<file path="src/rtl/leaf_stream_packetizer.sv">
// Leaf transmit packetizer: wraps user words into BFT packets addressed to a
// configured leaf/port, gated by receiver buffer credits.
module leaf_stream_packetizer #(
    parameter int PACKET_BITS           = 49,
    parameter int PAYLOAD_BITS          = 32,
    parameter int NUM_LEAF_BITS         = 5,
    parameter int NUM_PORT_BITS         = 4,
    parameter int NUM_ADDR_BITS         = 7,
    parameter int NUM_BRAM_ADDR_BITS    = 7,
    parameter int FREESPACE_UPDATE_SIZE = 64
) (
    input  logic                     clk_bft,
    input  logic                     reset,
    input  logic                     cfg_we,
    input  logic [NUM_LEAF_BITS-1:0] cfg_dst_leaf,
    input  logic [NUM_PORT_BITS-1:0] cfg_dst_port,
    input  logic [PAYLOAD_BITS-1:0]  din_leaf_user2interface,
    input  logic                     vld_user2interface,
    output logic                     ack_interface2user,
    output logic [PACKET_BITS-1:0]   dout_leaf_interface2bft,
    input  logic                     bft_accept,
    input  logic                     freespace_update,
    output logic                     credit_err
);

    localparam int CREDIT_W = NUM_BRAM_ADDR_BITS + 1;
    localparam logic [CREDIT_W-1:0] CREDIT_MAX = CREDIT_W'(2 ** NUM_BRAM_ADDR_BITS);
    localparam logic [CREDIT_W:0]   UPDATE_AMT = (CREDIT_W + 1)'(FREESPACE_UPDATE_SIZE);

    typedef enum logic {IDLE, SEND} state_t;

    state_t                   state, state_next;
    logic [CREDIT_W-1:0]      credit;
    logic [NUM_ADDR_BITS-1:0] seq_addr;
    logic                     cfg_valid;
    logic [NUM_LEAF_BITS-1:0] dst_leaf;
    logic [NUM_PORT_BITS-1:0] dst_port;
    logic                     xfer;
    logic                     send_done;
    logic [CREDIT_W:0]        credit_raw;

    // Unsaturated credit update, one bit wider so overflow past the buffer depth is visible.
    // Underflow cannot happen: a word is only taken while credit is non-zero.
    function automatic logic [CREDIT_W:0] credit_sum(input logic [CREDIT_W-1:0] cur,
                                                      input logic              take,
                                                      input logic              give);
        logic [CREDIT_W:0] s;
        s = {1'b0, cur};
        if (give) s = s + UPDATE_AMT;
        if (take) s = s - (CREDIT_W + 1)'(1);
        return s;
    endfunction

    // Clamp the credit count at the receiver buffer depth.
    function automatic logic [CREDIT_W-1:0] credit_sat(input logic [CREDIT_W:0] raw);
        return (raw > {1'b0, CREDIT_MAX}) ? CREDIT_MAX : raw[CREDIT_W-1:0];
    endfunction

    assign ack_interface2user = (state == IDLE) && cfg_valid && (credit != '0)
                                && vld_user2interface && !reset;
    assign xfer       = ack_interface2user;
    assign send_done  = (state == SEND) && bft_accept;
    assign credit_raw = credit_sum(credit, xfer, freespace_update);

    // FSM state register.
    always_ff @(posedge clk_bft) begin
        if (reset) state <= IDLE;
        else       state <= state_next;
    end

    // Next-state logic: one packet in flight at a time.
    always_comb begin
        state_next = state;
        case (state)
            IDLE: if (xfer)       state_next = SEND;
            SEND: if (bft_accept) state_next = IDLE;
            default:              state_next = IDLE;
        endcase
    end

    // Destination registers; a packet already held keeps the header it was built with.
    always_ff @(posedge clk_bft) begin
        if (reset) begin
            cfg_valid <= 1'b0;
            dst_leaf  <= '0;
            dst_port  <= '0;
        end else if (cfg_we) begin
            cfg_valid <= 1'b1;
            dst_leaf  <= cfg_dst_leaf;
            dst_port  <= cfg_dst_port;
        end
    end

    // Output packet register and sequence address; dout is zero whenever nothing is held.
    always_ff @(posedge clk_bft) begin
        if (reset) begin
            dout_leaf_interface2bft <= '0;
            seq_addr                <= '0;
        end else if (xfer) begin
            dout_leaf_interface2bft <= {1'b1, dst_leaf, dst_port, seq_addr, din_leaf_user2interface};
        end else if (send_done) begin
            dout_leaf_interface2bft <= '0;
            seq_addr                <= seq_addr + NUM_ADDR_BITS'(1);
        end
    end

    // Credit counter: paid at word acceptance, refilled by freespace updates, sticky overflow flag.
    always_ff @(posedge clk_bft) begin
        if (reset) begin
            credit     <= CREDIT_MAX;
            credit_err <= 1'b0;
        end else begin
            credit <= credit_sat(credit_raw);
            if (credit_raw > {1'b0, CREDIT_MAX}) credit_err <= 1'b1;
        end
    end

endmodule

</file>
<file path="config.mk">
export PLATFORM = sky130hd
export DESIGN_NAME = leaf_stream_packetizer
export DESIGN_NICKNAME = d
export VERILOG_FILES = /design/src/rtl/leaf_stream_packetizer.sv
export SDC_FILE = /design/constraint.sdc
export NUM_CORES = 1
export LEC_CHECK = 0
export CORE_MARGIN = 3
export CORE_UTILIZATION = 40
export CTS_CLUSTER_DIAMETER = 80
export DETAILED_ROUTE_END_ITERATION = 10
export PLACE_DENSITY_LB_ADDON = 0.15
export SETUP_SLACK_MARGIN = 0.15
export SKIP_CTS_REPAIR_TIMING = 1
export SLEW_MARGIN = 30
export SYNTH_ARGS = -nofsm -noshare
export SYNTH_HDL_FRONTEND = slang
export SYNTH_SLANG_ARGS = --single-unit
</file>
<file path="constraint.sdc">
create_clock -name clk_bft -period 3.19 [get_ports clk_bft]
set_input_delay 0.638 -clock clk_bft [delete_from_list [all_inputs] [get_ports clk_bft]]
set_output_delay 0.638 -clock clk_bft [all_outputs]
set_load 0.03 [all_outputs]
</file>
==> metrics.cfg <==
[place]
routabilityCongestion = 0.8765
port_buffers = 97
final_hpwl_from_detailed_placement_um = 4898

[die]
floorplan.core_area_um2 = 6944
floorplan.initialDensity_pct = 41.95
die_width_um = 91.34
ios = 98
core.rowCount = 30
die_area_um2 = 8342
die-height_um = 91.34

[sta]
post-route-min-period_ns = 2.577
clock.fmax_mhz = 388.1
finalSetupViolations = 0
relSlewSlack_pct = 39.66
hold-worst-slack_ns = 0.4701
rsz0062_at_grt = no
final_tns_setup_ns = 0
worstMarginPinSlew_ns = 0.9052
hold_viol_final = 0
min_period_over_period_pct = 80.77
final_number_of_max_transition_violations = 0
finalClockSkew_ns = 0.008473

[grt]
number_of_antenna_violations_at_the_first_check_in_global_routing = 0
largest_net_degree_at_the_start_of_global_routing = 49
grt_pass1_wl_um = 11270
number_of_global_route_vias_before_repair = 2242
grtUsageTotal_pct = 17.09
globalRouteOverflowTotal = 0

[clocking]
clk-insertion-delay-late_ns = 0.35
htree_levels = 3
worst_setup_hold_path_clk_slew_ns = 0.08
cts_buffer_depth = 2
clkSinkCount = 76
cts_tree = done
cts_inserted_buffers = 9
cts-root-buf = clkbuf_8

[critical_path]
worst_path_dominant_cell_family = buffers and inverters
critPathSlowestCell = clkdlybuf4s50_1
critical_path.reg2reg.endpoint = credit[1]
worstSetupEndpointType = primary output
critPathArrivalTime_ns = 1.94
worstPathBufferInverterCount = 3
list_of_cells_traversed_by_the_critical_path = clkdlybuf4s50_1, and4bb_2, o21ai_4, inv_2, buf_4
critical_path.max_fanout = 7
worst_r2r_path_depth = 7
required_ns = 2.55
ff2ff_setup_slack_ns = 0.80
timing.rr.start = credit[0]
critical_path_class = primary input to primary output
start_kind = primary input
max_stage_delay_ns = 0.47

[power]
power.share.clock_pct = 36.9
pwr-share-seq_pct = 49.1
power_report.internal_total_mw = 1.531
power.switching_fraction_pct = 25.22
switching_power_mw = 0.5166
leakage_nw = 1.604
power-per-cell-area_nw_per_um2 = 492.3
power.total_mw = 2.048
ir_worst_vdd_mv = 0.2154
power_frac_comb_pct = 14.0

[detailed_routing]
drt_iter0_drc = 97
detail_route.wl_per_cell_um = 15.06
drtAntennaViolNets = 0
vias = 2377
postRouteWirelength_um = 7003
dr.pass1.iters = 4
drc = 0
vias_per_cell = 5.112

[synthesis]
postSynthCellCount = 269
synth_seq_area_share_pct = 52.23
yosys_register_bits = 76
yosys_warnings = 0
synth-edff-count = 0
synthesis.area_um2 = 2913
post-synth-top-area-fraction_pct = 52.23
synth_cell_types = 47
yosys_most_used_dff = dfxtp_1
share_of_flip_flops_with_an_asynchronous_set_or_reset_pct = 0
synth_top_area_cell = dfxtp_1
post_synth_main_area_contributors = dfxtp_1 52%, a22o_1 14%, mux2i_1 4.1%, nor2_1 3.1%, ha_1 2.1%
synth.net_count = 321
synth.avg_cell_area_um2 = 10.83

[status]
run_status = complete, no violations

[finish]
final_net_count = 416
diodes = 0
most_common_library_cell_in_the_layout_ignoring_fill_and_taps = clkdlybuf4s50_1
area_growth_syn_to_layout_pct = 42.83
leading_cell_types_in_the_layout_fill_and_taps_excluded = 96 x clkdlybuf4s50_1, 76 x dfxtp_1, 48 x a22o_1, 24 x nor2_1, 12 x mux2i_1
fraction_of_final_layout_cells_sized_beyond_drive_strength_1_pct = 8.943
fillCellCount = 591

[min_path]
worst_hold_startpoint = dst_leaf[3]
hold-path-cell-count = 1
hold_path_end = dout_leaf_interface2bft[46]
holdCritPathClass = register to register

[job]
timing.max_cap.violations = 0

## synthesized netlist by cell type, drive strengths merged (2+ instances only)
cell type,number
buf,9
o21ai,6
ha,5
and2,2
xnor2,6
and3b,5
clkbuf,7
nand3b,2
nand2,7
inv,7
or3,4
mux2i,12
a21oi,5
o21a,2
a211oi,3
dfxtp,76
nor4,7
a22o,48
nor3,4
nor2,24
nand3,8
xor2,5
## layer usage
layer  routed length, µm  vias up  GRT usage [%]  part of all wire (%)
li1                    -     1184              -                     -
met1                3252     1091          21.37                    46
met2                3165       85          26.61                    45
met3                 412       17          5.220                   5.9
met4                 172        0          8.543                   2.5
met5                   0        -              0                     0
## worst max path at each step
stage	start	cells past startpoint	to	slack, ns
after floorplan	reset	4	ack_interface2user	0.90
after global placement	reset	6	credit[1]	0.52
after detailed placement	reset	6	credit[7]	0.52
after CTS	reset	5	ack_interface2user	0.60
after global routing	reset	5	ack_interface2user	0.56
final	reset	5	ack_interface2user	0.61
## power groups by stage
stage / Clock (mW) / Sequential, mW / Combinational (mW)
global placement: 0 / 1.03 / 0.284
detailed placement: 0 / 1.03 / 0.286
floorplan: 0 / 1.07 / 0.112
finish: 0.756 / 1.01 / 0.287
global route: 0.822 / 1.01 / 0.305
CTS: 0.779 / 1.01 / 0.289
## layout make-up
cell class	instances	area [µm²]	area share [%]
Clock buffer	11	151.4	3.639
Clock inverter	5	58.81	1.414
Inverter	7	26.28	0.6316
Multi-Input combinational cell	170	1291	31.04
Sequential cell	76	1521	36.57
Tap cell	96	120.1	2.887
Timing Repair Buffer	100	991.0	23.82
## flip-flops by register name (all words and copies together), names as in the netlist
register and cells:
cfg_valid 1, credit 8, credit_err 1, dout_leaf_interface2bft 49, dst_leaf 5, dst_port 4
seq_addr 7, state 1
## per-stage QoR
stage | util (%) | instance area, µm² | setup WS, ns | cells
floorplan | - | 2913 | 0.9017 | 269
global placement | 56.88 | 3950 | 0.5208 | 449
detailed placement | 56.88 | 3950 | 0.5250 | 449
CTS | 59.91 | 4160 | 0.6024 | 465
global route | 59.91 | 4160 | 0.5576 | 465
finish | 59.91 | 4160 | 0.6135 | 465
## kinds of logic (layout without fill, tap and decap cells)
family	Yosys count	after routing	synth area share (%)
buf+inv	23	123	3.479
xor+xnor	11	11	3.565
fa+ha+maj	5	5	2.148
simple gates	72	72	14.26
compound gates	69	69	19.67
flops	76	76	52.23
mux	13	13	4.639
Note: power is estimated with default switching activity, not from simulation.
